--- src/rtl/collision_scheduler.sv ---
// Two-player collision checker that time-shares one external equality comparator.
// Each accepted tick checks player 1, then player 2, then updates crash flags and lives.
module collision_scheduler #(
  parameter int DATAWIDTH = 8,
  parameter int LIVES     = 3
) (
  input  logic                 CLOCK_50,
  input  logic                 RESET_InLow,
  input  logic                 start,
  input  logic                 clear,
  input  logic [DATAWIDTH-1:0] fila0,
  input  logic [DATAWIDTH-1:0] posjug1,
  input  logic [DATAWIDTH-1:0] posjug2,
  input  logic                 jug1_active,
  input  logic                 jug2_active,
  input  logic                 cmp_eq,
  output logic [DATAWIDTH-1:0] cmp_a,
  output logic [DATAWIDTH-1:0] cmp_b,
  output logic                 busy,
  output logic                 done,
  output logic                 crash1,
  output logic                 crash2,
  output logic [1:0]           lives1,
  output logic [1:0]           lives2,
  output logic                 gameover
);

  typedef enum logic [1:0] {IDLE, CHK1, CHK2, DONE} stateT;

  localparam logic [1:0] LIVESINIT = 2'(LIVES);

  stateT                stateReg, stateNext;
  logic [DATAWIDTH-1:0] filaSnap, pos1Snap, pos2Snap;
  logic                 act1Snap, act2Snap;
  logic                 hit1Reg;
  logic                 hit2;
  logic                 accept;

  // gameover looks at the live enables so a dropped player does not keep the game alive
  assign gameover = (!jug1_active || lives1 == 2'd0) &&
                    (!jug2_active || lives2 == 2'd0) &&
                    (jug1_active || jug2_active);

  assign accept = (stateReg == IDLE) && start && !gameover;
  assign hit2   = cmp_eq && act2Snap;

  always_comb begin
    stateNext = stateReg;
    cmp_a     = '0;
    cmp_b     = '0;
    busy      = 1'b0;
    done      = 1'b0;
    case (stateReg)
      IDLE: begin
        if (accept) stateNext = CHK1;
      end
      CHK1: begin
        stateNext = CHK2;
        cmp_a     = filaSnap;
        cmp_b     = pos1Snap;
        busy      = 1'b1;
      end
      CHK2: begin
        stateNext = DONE;
        cmp_a     = filaSnap;
        cmp_b     = pos2Snap;
        busy      = 1'b1;
      end
      DONE: begin
        stateNext = IDLE;
        busy      = 1'b1;
        done      = 1'b1;
      end
      default: stateNext = IDLE;
    endcase
  end

  always_ff @(posedge CLOCK_50 or negedge RESET_InLow) begin
    if (!RESET_InLow) begin
      stateReg <= IDLE;
      filaSnap <= '0;
      pos1Snap <= '0;
      pos2Snap <= '0;
      act1Snap <= 1'b0;
      act2Snap <= 1'b0;
      hit1Reg  <= 1'b0;
      crash1   <= 1'b0;
      crash2   <= 1'b0;
      lives1   <= LIVESINIT;
      lives2   <= LIVESINIT;
    end else begin
      stateReg <= stateNext;
      if (accept) begin
        filaSnap <= fila0;
        pos1Snap <= posjug1;
        pos2Snap <= posjug2;
        act1Snap <= jug1_active;
        act2Snap <= jug2_active;
      end
      // A reload coincides with an accept at most; the decrement happens two edges later
      if (stateReg == IDLE && clear) begin
        lives1 <= LIVESINIT;
        lives2 <= LIVESINIT;
        crash1 <= 1'b0;
        crash2 <= 1'b0;
      end
      if (stateReg == CHK1) hit1Reg <= cmp_eq && act1Snap;
      if (stateReg == CHK2) begin
        crash1 <= hit1Reg;
        crash2 <= hit2;
        if (hit1Reg && lives1 != 2'd0) lives1 <= lives1 - 2'd1;
        if (hit2 && lives2 != 2'd0) lives2 <= lives2 - 2'd1;
      end
    end
  end

endmodule

--- config.mk ---
export PLATFORM = sky130hd
export DESIGN_NAME = collision_scheduler
export DESIGN_NICKNAME = d
export VERILOG_FILES = /design/src/rtl/collision_scheduler.sv
export SDC_FILE = /design/constraint.sdc
export NUM_CORES = 1
export LEC_CHECK = 0
export BUFFER_PORTS_ARGS = -buffer_cell sky130_fd_sc_hd__buf_2
export CAP_MARGIN = 20
export CORE_ASPECT_RATIO = 0.75
export CORE_UTILIZATION = 55
export CTS_BUF_LIST = sky130_fd_sc_hd__clkbuf_4
export DETAILED_ROUTE_END_ITERATION = 12
export PLACE_DENSITY = 0.88
export SLEW_MARGIN = 20
export SYNTH_ARGS = -nofsm -noshare
export SYNTH_HDL_FRONTEND = slang
export SYNTH_SLANG_ARGS = --single-unit
--- constraint.sdc ---
create_clock -name CLOCK_50 -period 3 [get_ports CLOCK_50]
set_clock_uncertainty 0.2 [all_clocks]
set_input_delay 0.15 -clock CLOCK_50 [delete_from_list [all_inputs] [get_ports CLOCK_50]]
set_output_delay 0.15 -clock CLOCK_50 [all_outputs]
set_load 0.03 [all_outputs]
==> results.sh <==
export IMPL_ys_seq_elements=35
export IMPL_num_fill_cells=157
export IMPL_yosysSeqAreaShare_pct=49.03
export IMPL_fmax_mhz=421.0
export IMPL_slew_viol_final=0
export IMPL_drc_errors=0
export IMPL_busiest_layer="met2"
export IMPL_start_util_pct=59.49
export IMPL_vias_per_cell=5.530
export IMPL_powerDensity_mw_per_mm2=1069
export IMPL_core_rowCount=17
export IMPL_max_slew_margin_pct=49.92
export IMPL_grt_usage_pct=28.77
export IMPL_diodes=0
export IMPL_synth_distinct_cells=34
export IMPL_worst_slew_pin_slew_ps=751.3
export IMPL_setup_violations=0
export IMPL_die_w_um=68.00
export IMPL_path_max_fanout=11
export IMPL_final_common_cell="buf_2"
export IMPL_cts_buffers=5
export IMPL_cap_violations=0
export IMPL_status="finished, final reports clean"
export IMPL_drt_iter0_markers=98
export IMPL_min_period_ps=2375
export IMPL_cts_tree="done"
export IMPL_ir_drop_v=0.0006574
export IMPL_htree_num_levels=2
export IMPL_num_io_pins=56
export IMPL_final_layout_size_suffix_gt1_share_pct=27.94
export IMPL_grt_remaining_overflow=0
export IMPL_dieArea_mm2=0.003502
export IMPL_power_mw=2.659
export IMPL_required_ps=3030
export IMPL_syn_area_mm2=0.001797
export IMPL_synth_nets=195
export IMPL_clockRootBuffer="clkbuf_4"
export IMPL_arrival_ps=2410
export IMPL_rsz0062_at_grt="no"
export IMPL_hp_class="input port to async pin"
export IMPL_core_area_mm2=0.003020
export IMPL_antenna_found_initial=0
export IMPL_hold_viol_final=0
export IMPL_cts_sinks=35
export IMPL_wl_per_cell_um=15.48
export IMPL_finalCritPeriodShare_pct=79.17
export IMPL_via_count=1576
export IMPL_grt_pass1_wl_um=7217
export IMPL_met3_usage_pct=6.798
export IMPL_fp_dieH_um=51.50
export IMPL_grt_max_degree=36
export IMPL_antenna_left=0
export IMPL_ys_warn_count=0
export IMPL_clockBufferDepth=2
export IMPL_grt_pass1_vias=1553
export IMPL_synthCells=157
export IMPL_critPathKind="flop to flop"
export IMPL_clk_latency_ps=340
export IMPL_layout_nets=284
export IMPL_mostFrequentLayoutCells="55 x buf_2, 32 x dlygate4sd3_1, 31 x dfrtp_1, 24 x mux2_1, 10 x nor2b_1"
export IMPL_port_buffers=55
export IMPL_critPathCaptureType="flop"
export IMPL_wl_um=4411
export IMPL_dp_hpwl_um=2849
export IMPL_gp_congestion=0.8528
export IMPL_dr_pass1_iters=5
export IMPL_clk_pin_slew_worst_paths_ps=100
export IMPL_postSynthAreaPerCell_um2=11.44
export IMPL_cts_setup_buffers=0
export IMPL_met1_usage_pct=35.88
export IMPL_use_met2_pct=49.18
export IMPL_syn_to_final_growth_pct=38.37
export IMPL_cp_start_kind="flop"
export IMPL_p_leak_nw=1.193
export IMPL_setup_tns_final_ps=0
## cell type report
| class | instances | area, um^2 | share of cell area (%) |
|---|---|---|---|
| clock buffer | 5 | 37.54 | 1.510 |
| clock inverter | 3 | 38.79 | 1.560 |
| inverter | 9 | 33.78 | 1.359 |
| multi-input combinational | 107 | 844.6 | 33.97 |
| sequential | 35 | 880.8 | 35.43 |
| tap | 38 | 47.55 | 1.912 |
| timing repair buffer | 88 | 603.1 | 24.26 |
## cells in the mapped netlist
cell type / number / share of area, %
dfrtp_1: 31 / 43
o311ai_1: 1 / 0.49
a22oi_1: 8 / 3.3
o21ai_0: 4 / 1.1
nand4b_1: 2 / 0.98
nor2_1: 5 / 1.0
buf_6: 2 / 1.3
a21boi_0: 1 / 0.42
mux2i_1: 2 / 1.1
ha_1: 7 / 4.9
dfstp_2: 4 / 5.8
a31oi_1: 1 / 0.35
o211ai_1: 1 / 0.42
a21o_1: 1 / 0.42
and2_1: 8 / 2.8
clkbuf_1: 4 / 0.84
nand3_1: 4 / 1.1
o311a_1: 1 / 0.56
a221o_1: 1 / 0.56
nor3_1: 1 / 0.28
nor2b_1: 10 / 3.5
a31oi_4: 1 / 1.2
o21bai_1: 1 / 0.42
o221a_2: 1 / 0.63
o21a_1: 1 / 0.42
or2_1: 1 / 0.35
nor4_1: 1 / 0.35
nand2_1: 9 / 1.9
nand3b_1: 1 / 0.42
o2bb2ai_1: 1 / 0.49
a21oi_1: 4 / 1.1
mux2_1: 24 / 15
nand2b_1: 4 / 1.4
inv_1: 9 / 1.9
## through the flow
step / utilization, % / cell area (um^2) / hold WS (ps) / setup slack [ps] / cells
after detailed placement: 69.18 / 2090 / 55.07 / 668.5 / 245
after CTS: 82.31 / 2486 / 215.6 / 646.1 / 285
after global placement: 69.18 / 2090 / 34.90 / 787.2 / 245
after global routing: 82.31 / 2486 / 270.3 / 424.3 / 285
after floorplan: - / 1797 / -345.6 / 790.8 / 157
final: 82.31 / 2486 / 204.8 / 624.9 / 285
## cell families (layout without fill, tap and decap cells)
kind of cell | count (synthesis) | in the layout | share of synthesized area [%]
buffers and inverters | 15 | 105 | 3.969
DFF | 35 | 35 | 49.02
and+or+nand+nor | 46 | 46 | 14.07
AOI/OAI and AO/OA | 28 | 28 | 11.91
adders and majority gates | 7 | 7 | 4.874
muxes | 26 | 26 | 16.16
## registers in the layout, indices dropped and copies added (netlist names)
signal	flops
crash2	1
stateReg	2
pos2Snap	8
crash1	1
lives2	2
hit1Reg	1
filaSnap	8
act1Snap	1
lives1	2
pos1Snap	8
act2Snap	1
## metal layers
layer  part of all wire (%)  wire length [um]  vias to the layer above
met5                      0                 0                        -
met4                    1.7                74                        0
met3                    6.7               295                       13
met2                     52              2277                       72
met1                     40              1762                      760
li1                       -                 -                      731
## repair_timing
action	CTS	global route
gates resized for setup	0	0
hold buffers	32	0
hold endpoints to repair	65	0
## worst max-delay path: stages, from the launching register on
cell and delay [ps]:
dfrtp_1 420, inv_1 120, ha_1 400, nand2_1 230
o21ai_0 200, o211ai_1 120, dlygate4sd3_1 570
## report_power, final
part           leakage (nW)  switching [mW]  internal, mW
registers             0.410           0.141         0.720
clock network        0.0426           0.157         0.171
logic                 0.741           0.906         0.564
total                  1.19            1.20          1.45
## path summary, 6_finish.rpt
check	from	end	slack (ps)	depth (start not counted)
max	stateReg[0]	act2Snap	620	6
min	RESET_InLow	pos2Snap[4]	200	2
max reg2reg	stateReg[0]	act2Snap	620	6
min reg2reg	filaSnap[5]	filaSnap[5]	300	1
max in group asynchronous	RESET_InLow	pos1Snap[7]	1920	2
min in group CLOCK_50	filaSnap[5]	filaSnap[5]	300	1
(Power assumes the default switching activity.)
